<file path="src/rtl/gcd_pkg.sv">
// gcd_pkg: shared types for the GCD requester.
//   GCD_W   - default operand/result width
//   state_t - requester FSM states (IDLE/ISSUE/WAIT/RESP)
//   pair_t  - operand pair {a,b} at the default width
package gcd_pkg;

   localparam int GCD_W = 4;

   typedef enum logic [1:0] {
      ST_IDLE  = 2'd0,
      ST_ISSUE = 2'd1,
      ST_WAIT  = 2'd2,
      ST_RESP  = 2'd3
   } state_t;

   typedef struct packed {
      logic [GCD_W-1:0] a;
      logic [GCD_W-1:0] b;
   } pair_t;

endpackage

</file>
<file path="src/rtl/gcd_op_fifo.sv">
// gcd_op_fifo: synchronous FIFO of operand-pair structs.
// Ports:
//   clk, rst     - clock, asynchronous active-high reset
//   push, wdata  - write request and entry (ignored while full)
//   pop, rdata   - read request and head entry (rdata shows the head without popping)
//   full, empty  - occupancy flags, derived from registered count
//   count        - current occupancy, 0..DEPTH
module gcd_op_fifo
   import gcd_pkg::*;
#(
   parameter type T     = pair_t,
   parameter int  DEPTH = 4
) (
   input  logic                     clk,
   input  logic                     rst,
   input  logic                     push,
   input  T                         wdata,
   input  logic                     pop,
   output T                         rdata,
   output logic                     full,
   output logic                     empty,
   output logic [$clog2(DEPTH):0]   count
);

   localparam int AW = $clog2(DEPTH);

   T               mem [DEPTH];
   logic [AW-1:0]  wptr;
   logic [AW-1:0]  rptr;
   logic           do_push;
   logic           do_pop;

   assign full    = (count == (AW+1)'(DEPTH));
   assign empty   = (count == '0);
   assign do_push = push && !full;
   assign do_pop  = pop && !empty;
   assign rdata   = mem[rptr];

   // Pointers are AW bits wide, so wrap modulo DEPTH comes for free.
   always_ff @(posedge clk or posedge rst) begin
      if (rst) begin
         wptr  <= '0;
         rptr  <= '0;
         count <= '0;
      end else begin
         if (do_push) wptr <= wptr + 1'b1;
         if (do_pop)  rptr <= rptr + 1'b1;
         case ({do_push, do_pop})
            2'b10:   count <= count + 1'b1;
            2'b01:   count <= count - 1'b1;
            default: count <= count;
         endcase
      end
   end

   // Storage carries no reset; entries are only read once written.
   always_ff @(posedge clk) begin
      if (do_push) mem[wptr] <= wdata;
   end

endmodule

</file>
<file path="src/rtl/gcd_initiator.sv">
// gcd_initiator: requester end of the GCD req/busy/valid protocol.
// Buffers operand pairs from an upstream valid/ready stream, issues them one
// at a time to a GCD responder and returns each result downstream with the
// operands echoed. Pairs with a zero operand bypass the responder; a watchdog
// abandons requests the responder never answers.
// Ports:
//   clk_i, rst_i                     - clock, asynchronous active-high reset
//   in_valid_i/in_ready_o/in_a_i/in_b_i - upstream operand stream
//   req_o/op_a_o/op_b_o              - request pulse and operands to responder
//   busy_i/valid_i/result_val_i      - responder status and result
//   out_valid_o/out_ready_i          - downstream handshake
//   out_a_o/out_b_o/out_result_o/out_err_o - echoed operands, GCD, timeout flag
//   pending_o                        - FIFO occupancy
module gcd_initiator
   import gcd_pkg::*;
#(
   parameter int W           = GCD_W,
   parameter int DEPTH       = 4,
   parameter int TIMEOUT_CYC = 64
) (
   input  logic                     clk_i,
   input  logic                     rst_i,
   input  logic                     in_valid_i,
   output logic                     in_ready_o,
   input  logic [W-1:0]             in_a_i,
   input  logic [W-1:0]             in_b_i,
   output logic                     req_o,
   output logic [W-1:0]             op_a_o,
   output logic [W-1:0]             op_b_o,
   input  logic                     busy_i,
   input  logic                     valid_i,
   input  logic [W-1:0]             result_val_i,
   output logic                     out_valid_o,
   input  logic                     out_ready_i,
   output logic [W-1:0]             out_a_o,
   output logic [W-1:0]             out_b_o,
   output logic [W-1:0]             out_result_o,
   output logic                     out_err_o,
   output logic [$clog2(DEPTH):0]   pending_o
);

   typedef struct packed {
      logic [W-1:0] a;
      logic [W-1:0] b;
   } op_pair_t;

   localparam int WDW = $clog2(TIMEOUT_CYC) + 1;

   state_t          state;
   op_pair_t        in_pair;
   op_pair_t        head;
   logic            fifo_full;
   logic            fifo_empty;
   logic            fifo_pop;
   logic            head_zero;
   logic [WDW-1:0]  wd;

   assign in_pair.a  = in_a_i;
   assign in_pair.b  = in_b_i;
   assign in_ready_o = !fifo_full;

   gcd_op_fifo #(
      .T     (op_pair_t),
      .DEPTH (DEPTH)
   ) u_fifo (
      .clk   (clk_i),
      .rst   (rst_i),
      .push  (in_valid_i),
      .wdata (in_pair),
      .pop   (fifo_pop),
      .rdata (head),
      .full  (fifo_full),
      .empty (fifo_empty),
      .count (pending_o)
   );

   // A zero operand needs no responder, so it is popped even while busy_i.
   assign head_zero = (head.a == '0) || (head.b == '0);
   assign fifo_pop  = (state == ST_IDLE) && !fifo_empty && (head_zero || !busy_i);

   // ISSUE lasts exactly one cycle, so the request pulse is the state itself.
   assign req_o       = (state == ST_ISSUE);
   assign out_valid_o = (state == ST_RESP);

   always_ff @(posedge clk_i or posedge rst_i) begin
      if (rst_i) begin
         state        <= ST_IDLE;
         op_a_o       <= '0;
         op_b_o       <= '0;
         out_a_o      <= '0;
         out_b_o      <= '0;
         out_result_o <= '0;
         out_err_o    <= 1'b0;
         wd           <= '0;
      end else begin
         case (state)
            ST_IDLE: begin
               if (fifo_pop) begin
                  if (head_zero) begin
                     // gcd(x,0) = x and gcd(0,0) = 0, both equal to a|b.
                     out_a_o      <= head.a;
                     out_b_o      <= head.b;
                     out_result_o <= head.a | head.b;
                     out_err_o    <= 1'b0;
                     state        <= ST_RESP;
                  end else begin
                     op_a_o <= head.a;
                     op_b_o <= head.b;
                     state  <= ST_ISSUE;
                  end
               end
            end
            ST_ISSUE: begin
               // Responder answers no earlier than the cycle after req, so
               // valid_i here belongs to nothing we issued.
               wd    <= '0;
               state <= ST_WAIT;
            end
            ST_WAIT: begin
               // valid_i is tested first so it beats a coincident timeout.
               if (valid_i) begin
                  out_a_o      <= op_a_o;
                  out_b_o      <= op_b_o;
                  out_result_o <= result_val_i;
                  out_err_o    <= 1'b0;
                  state        <= ST_RESP;
               end else if (wd == WDW'(TIMEOUT_CYC - 1)) begin
                  out_a_o      <= op_a_o;
                  out_b_o      <= op_b_o;
                  out_result_o <= '0;
                  out_err_o    <= 1'b1;
                  state        <= ST_RESP;
               end else begin
                  wd <= wd + 1'b1;
               end
            end
            ST_RESP: begin
               if (out_ready_i) state <= ST_IDLE;
            end
            default: state <= ST_IDLE;
         endcase
      end
   end

endmodule
</file>
<file path="config.mk">
export PLATFORM = sky130hd
export DESIGN_NAME = gcd_initiator
export DESIGN_NICKNAME = d
export VERILOG_FILES = /design/src/rtl/gcd_pkg.sv /design/src/rtl/gcd_op_fifo.sv /design/src/rtl/gcd_initiator.sv
export SDC_FILE = /design/constraint.sdc
export NUM_CORES = 1
export LEC_CHECK = 0
export ABC_AREA = 1
export CORE_MARGIN = 3
export CORE_UTILIZATION = 52
export DETAILED_ROUTE_END_ITERATION = 8
export PLACE_DENSITY = 0.76
export SYNTH_ARGS = -nofsm -noshare
export SYNTH_HDL_FRONTEND = slang
export SYNTH_HIERARCHICAL = 1
export SYNTH_SLANG_ARGS = --single-unit
</file>
<file path="constraint.sdc">
create_clock -name clk_i -period 6.3 [get_ports clk_i]
set_input_delay 1.26 -clock clk_i [delete_from_list [all_inputs] [get_ports clk_i]]
set_output_delay 1.26 -clock clk_i [all_outputs]
set_load 0.1 [all_outputs]
</file>
==> results list, run 1 <==
- Result of the run: complete, no violations
- Clock-pin slew of the registers on the worst-case setup and hold paths: 0.08 ns
- Fraction of the cycle the final worst path needs: 54.6%
- Start point of the critical path: u_fifo/count[0]
- Once the clock tree was built, the resizer swapped 0 gates to a different size.
- Counting the fill cells in the layout gives roughly 550.
- Crit Path Max Fanout: 4
* Area share of the largest cell type after synthesis: 27.8%
- Final Hold Violating Endpoints: 0
- Final layout net count: roughly 440
* Stages on the worst setup path: 5
- Number of instances in the synthesized netlist: around 370
* Cell type contributing the most total cell area after synthesis: edfxtp_1
* Post-synthesis cell area: 3460 µm²
- The number of global-route vias before repair came to approximately 2400.
- Aggregate global routing overflow: 0
* Number of antenna violations at the first check in global routing: 0
- Startpoint kind of the worst setup timing path: register
- Worst setup path category: register to output port
* Average wire length per cell after detail routing: around 13 µm
* Number of remaining DRC errors: 0
* Required time of the worst setup path: 5.04 ns
- The path class of the tightest hold or removal check is register to register.
- The number of nets in the synthesized netlist is 399.
- Setup_tns: 0 ns
- At the pin with the least slew margin, the transition time is between 1 and 1.5 ns.
* Min setup slack post-route: 2.86 ns
- Layout Skew: approximately 0.0066 ns
- Total detailed-routing wirelength: around 6.4 mm
- Routability-driven placement finished with a final weighted congestion of approximately 0.75.
* Cell with the most instances after synthesis: nand2_1
* Final slew viol count: 0
* Post-placement setup slack: approximately 3.2 ns
- Biggest cell delay along the critical path: 1.12 ns
- The worst register-to-register path has a depth of 18.
* DIE HEIGHT: 87.6 µm
- Cells on Worst Hold Path: 2
* Hold-fix buffer count after cts: 0
- Mean Syn Cell Area: approximately 9.4 µm²
* Count of clock tree sinks: 69
* Category of the worst setup path capture point: output port
- Number of buffer cells added on primary ports: 44
- RSZ-0062 raised after global routing: false
- Share of final-layout standard cells stronger than drive strength 1: ~9%
* Most used DFF post-synth: dfrtp_1
* Cell at the slowest stage of the critical path: clkdlybuf4s50_1
- The first global-routing pass estimated ~11 mm of wire.
* Maximum level of the CTS H-tree: 3
- During synthesis, Yosys emitted a total of 6 warnings.
- STA puts the critical path data arrival time at about 2.2 ns.
* Maximum operating frequency: between 0.2 and 0.3 GHz
- # Post-CTS Setup Buffers: 0
* DRC marker count from the first detailed-route iteration: around 140
- Family with the most delay on the worst path: buffers and inverters
- Number of buffers added by the clock tree synthesis step: 9
- GRT Total Usage: a little under a fifth
* Detail Route Antenna Nets: 0
- Of the synthesized area, sequential elements account for around 55%.
- The worst pin sits at a relative slew slack of around a quarter.
- Max_cap viols: 0
- In this run the clock root is driven by a clkbuf_8.
- No sink is reached through more buffers than the 2 on the longest clock path.
- Counting both buffers and inverters, the worst setup path holds a total of 4.
* Ordered cell list for the critical path: inv_1 -> nand3_2 -> inv_1 -> inv_1 -> clkdlybuf4s50_1
- Count of flip-flops with a built-in enable after synthesis: 32
* Synthesis-to-layout area growth: 18.2%
* Post-synthesis async set-or-reset flop share: 53.6%
* Crit path capture: in_ready_o
- Crit Reg-Reg Endpoint: u_fifo/count[2]
- Dominant cell type by count on the critical path: inv_1
- Post-synthesis sequential element count: 69
- The number of antenna diodes in the final layout is 0.
* Router iterations before antenna repair: 4
* Total number of placement rows: 29
- Summed over all nets, the half-perimeter wirelength after detailed placement is ~4.7 mm.
- The startpoint identified for the worst register-to-register timing path is u_fifo/rptr[0].
- The region available for standard cell placement spans about 6400 µm².
- Die Wd: 87.6 µm
* Average via count per standard cell: between 5 and 6
* Overall via count from detail_route: between 2000 and 3000
- 45 I/O pins were placed.
* Synth cell count leaders: nand2_1 (124), inv_1 (53), dfrtp_1 (37), edfxtp_1 (32)
* Skew-Pair Late Insertion Delay: 0.34 ns
* Largest net degree at the start of global routing: 34
* Top cells by area, synth: edfxtp_1 (28%), dfrtp_1 (27%), nand2_1 (13%), inv_1 (5.8%), ha_1 (4.0%)
- Setup violations remaining at the end of the flow were counted as 0.
- Register-to-Register Setup Slack: 3.43 ns
- TritonCTS built the clock tree.
- The die covers around 7700 µm².
* Post-synth cell types: 31
- The routed design could run at a clock period as short as between 3 and 4 ns.
- The initial utilization of the core area, before any placement, comes to approximately 54%.
==> cell families (layout without fill, tap and decap cells) <==
group,Yosys count,count (layout),synth area share (%)
compound gates,39,39,7.12
xor+xnor,2,2,0.506
fa+ha+maj,12,12,4.56
buf+inv,68,117,8.82
flops,69,69,54.5
simple gates,179,179,24.4
==> sequential cells by signal, indices dropped and copies added, names as in the netlist <==
name and cells:
u_fifo/rptr 2, op_a_o 4, op_b_o 4, out_b_o 4, state 2, wd 7
u_fifo/count 3, out_result_o 4, out_a_o 4, u_fifo/wptr 2, out_err_o 1, u_fifo/mem 32
==> tightest hold or removal path, stage by stage (launching register included) <==
cell,delay [ns]
dfrtp_1,0.35
nand2_1,0.05
nand2_1,0.05
==> cell type report <==
type / count / area (µm²) / share of cell area [%]
Sequential cell: 69 / 1890 / 46.2
Clock buffer: 9 / 124 / 3.03
Tap cell: 77 / 96.3 / 2.36
Clock inverter: 7 / 58.8 / 1.44
Inverter: 57 / 214 / 5.23
Timing Repair Buffer: 44 / 440 / 10.8
Multi-Input combinational cell: 232 / 1270 / 31.0
==> worst min path at each step <==
| stage | start | endpoint | slack, ns |
|---|---|---|---|
| finish | out_err_o | out_err_o | 0.48 |
| floorplan | wd[0] | wd[0] | 0.47 |
| global placement | out_a_o[2] | out_a_o[2] | 0.45 |
| global route | out_a_o[1] | out_a_o[1] | 0.51 |
| detailed placement | out_a_o[0] | out_a_o[0] | 0.46 |
| CTS | out_a_o[0] | out_a_o[0] | 0.48 |
==> placed cells by master, fill, tap and decap left out, types with 4 or more instances in the layout <==
cell type / synthesis / final
clkbuf_8: 1 / 9
clkdlybuf4s50_1: 0 / 44
dfrtp_1: 37 / 37
edfxtp_1: 32 / 32
ha_1: 11 / 11
inv_1: 53 / 53
inv_2: 4 / 4
nand2_1: 124 / 124
nand3_1: 11 / 11
nand3_2: 4 / 4
nand4_1: 16 / 16
nor2_1: 10 / 10
o211ai_1: 16 / 16
o21ai_0: 7 / 7
o21ai_1: 14 / 14
==> metal layers <==
metal  global-route usage (%)  vias up  wire, µm
li1                         -     1299         -
met1                     24.6     1143      2970
met2                     29.9       54      3010
met3                     4.05       10       270
met4                     7.67        0       114
met5                        0        -         0
==> metrics by stage <==
step	hold slack [ns]	util, %	instances	cell area [µm²]
finish	0.482	64.0	495	4090
global route	0.514	64.0	495	4090
CTS	0.482	64.0	495	4090
detailed placement	0.463	61.1	479	3910
global placement	0.453	61.1	479	3910
floorplan	0.472	-	369	3460
Power of run 1 is not shown: default switching activity piles up to over one toggle a cycle in this logic, so the estimate is an artifact.
==> inputs of run 2 (changes only) <==
clock period = 3.55 ns   (was 6.3 ns; I/O delays follow)
==> run 2 against run 1 <==
  * Sequential cell count unchanged
  * Non-clock buffer count grew 1
  * Cell area is 1.1% higher
  * Clock skew increased by 0.0050 ns
  * Largest cell class unchanged
==> results list, run 2 (synthesis results as in run 1) <==
- Result of the run: complete, no violations
* Number of remaining DRC errors: 0
- Average wire length per cell after detail routing: roughly 13 µm
- Maximum operating frequency: approximately 0.36 GHz
- Router iterations before antenna repair: 4
- For this run, global-route usage on met1 was measured as about a quarter.
* Number of filler instances in the final layout: 521
- Count of clock tree sinks: 69
- Number of setup violations in the final report: 0
- In this run, post-CTS repair resized a total of 0 instances.
* Register-to-Register Setup Slack: 0.77 ns
- Row generation in the floorplan step produced 29 rows.
- Average via count per standard cell: about 5.0
- Final Hold Violating Endpoints: 0
- After detailed routing, the total wire length is 6.32 mm.
- Met3 capacity usage during global routing: 4.14%
* Clock-pin slew of the registers on the worst-case setup and hold paths: approximately 0.080 ns
* Vias in the first global route: approximately 2400
- Global routing used about a fifth of the available tracks across all layers.
* Required time of the worst setup path: roughly 3.8 ns
* Hold_sp: out_result_o[2]
- Number of buffer cells added on primary ports: 44
* DRC marker count from the first detailed-route iteration: 87
- The worst hold path belongs to the class register to register.
- Hold-fix buffer count after cts: 0
- The first global-routing pass estimated approximately 11 mm of wire.
- More flip-flops sit in one register than any other, and that register is u_fifo/mem.
- Arrival time at the worst endpoint: 3.02 ns
- The die is 87.6 µm wide.
- The congestion estimate from routability-driven global placement came to 0.757.
* Setup_tns: 0 ns
- Leaving out fill and tap cells, the most frequent cell in the layout is nand2_1.
- Detail Route Antenna Nets: 0
* End of the worst hold path: out_result_o[2]
* Share of final-layout standard cells stronger than drive strength 1: under 10%
- Initial Utilization: between 50% and 60%
- Final layout net count: roughly 440
- The global routing stage identified its most utilized layer as met2.
* Crit Reg-Reg Endpoint: u_fifo/count[2]
- Aggregate global routing overflow: 0
- Deepest clock path buffer count: 2
* Most frequent cells in the layout: nand2_1 (124), inv_1 (53), clkdlybuf4s50_1 (41), dfrtp_1 (37), edfxtp_1 (32)
- Once the clock tree was built, the setup fixing pass inserted 0 buffers.
* Skew-Pair Late Insertion Delay: ~0.35 ns
* Max FFs per register: 32
- The die covers 7670 µm².
* Overall via count from detail_route: between 2000 and 2500
* Actual transition at the worst max-transition pin: approximately 0.98 ns
- 45 I/O pins were placed.
* Layout Skew: about 0.012 ns
- The tree is rooted in a clkbuf_8.
- Largest net degree at the start of global routing: 34
* Met2 track demand over resource: 30.4%
* Final antenna diode count: 0
- Maximum level of the CTS H-tree: 3
- Time the worst path needs with I/O delays and setup: 2.78 ns
- Cells on Worst Hold Path: 2
- DIE HEIGHT: slightly below 90 µm
* Category of the worst setup path capture point: register
- Fraction of the cycle the final worst path needs: between 70% and 80%
- Number of buffers added by the clock tree synthesis step: 9
- Once detailed placement completed, the half-perimeter wirelength came to 4.71 mm.
- Crit Path Max Fanout: 33
- Registers with the highest flip-flop counts: u_fifo/mem (32), wd (7)
- TritonCTS built the clock tree.
* Max_cap viols: 0
* RSZ-0062 raised after global routing: false
- Synthesis-to-layout area growth: 19.4%
* Start of the worst register-to-register path: u_fifo/rptr[0]
* Floorplan Core Area: 6390 µm²
* Number of antenna violations at the first check in global routing: 0
- Final slew viol count: 0
- Worst max-slew margin expressed relative to the limit: 34.3%
- Register-to-Register Path Depth: 18
* Worst setup path category: register to register
- The worst setup path is launched from a register.
==> run 2: changes by cell type in the layout (fill, tap and decap cells not counted), moves of 2 or more <==
| cell | change |
|---|---|
| inv_6 | +2 |
| clkinv_4 | -2 |
| bufinv_16 | +2 |
| clkdlybuf4s50_1 | -3 |
| buf_4 | +4 |
==> run 2: area by class of cell <==
class,instances,area [µm²],share of cell area [%]
clock inverter,7,103,2.48
tap,77,96.3,2.33
sequential,69,1890,45.7
timing repair buffer,45,440,10.7
inverter,57,214,5.18
multi-input combinational,232,1270,30.7
clock buffer,9,124,3.00
==> run 2: metrics by stage <==
step | worst slack, ns | instance area (µm²) | utilization (%) | hold WS [ns] | std cells
floorplan | 0.783 | 3460 | - | 0.472 | 369
global placement | 0.929 | 3910 | 61.1 | 0.456 | 480
detailed placement | 0.764 | 3910 | 61.1 | 0.460 | 480
CTS | 0.745 | 4130 | 64.7 | 0.478 | 496
global route | 0.430 | 4130 | 64.7 | 0.496 | 496
finish | 0.774 | 4130 | 64.7 | 0.474 | 496
==> run 2: how the worst max path moves through the flow <==
stage                         start              end  slack, ns  cells after the start
detailed placement   u_fifo/rptr[0]  u_fifo/count[2]       0.76                     18
CTS                  u_fifo/rptr[0]  u_fifo/count[2]       0.75                     18
finish               u_fifo/rptr[0]  u_fifo/count[2]       0.77                     18
floorplan           u_fifo/count[0]  u_fifo/count[2]       0.78                     15
global placement     u_fifo/rptr[0]  u_fifo/count[2]       0.93                     18
global route         u_fifo/rptr[0]  u_fifo/count[2]       0.43                     18
==> run 2: routing by layer <==
| layer | part of all wire (%) | wire, µm | up-vias |
|---|---|---|---|
| met5 | 0 | 0 | - |
| met4 | 2.5 | 156 | 0 |
| met3 | 4.7 | 298 | 16 |
| met2 | 46 | 2910 | 53 |
| met1 | 47 | 2950 | 1114 |
| li1 | - | - | 1299 |
==> run 2: critical path, stage by stage, from the launching register on <==
cell and delay [ns]:
dfrtp_1 0.40, inv_2 0.35, nand2_1 0.10, o211ai_1 0.11, nand2_1 0.14, nor2_1 0.12, nand2_1 0.11, nand3_2 0.09
nand2_1 0.10, inv_1 0.11, nand2_1 0.08, inv_1 0.06, ha_1 0.15, inv_1 0.07, fa_1 0.38, nand2_1 0.11
nand3_1 0.09, nand2_1 0.07, nand2_1 0.05
Power of run 2 is left out for the same reason.
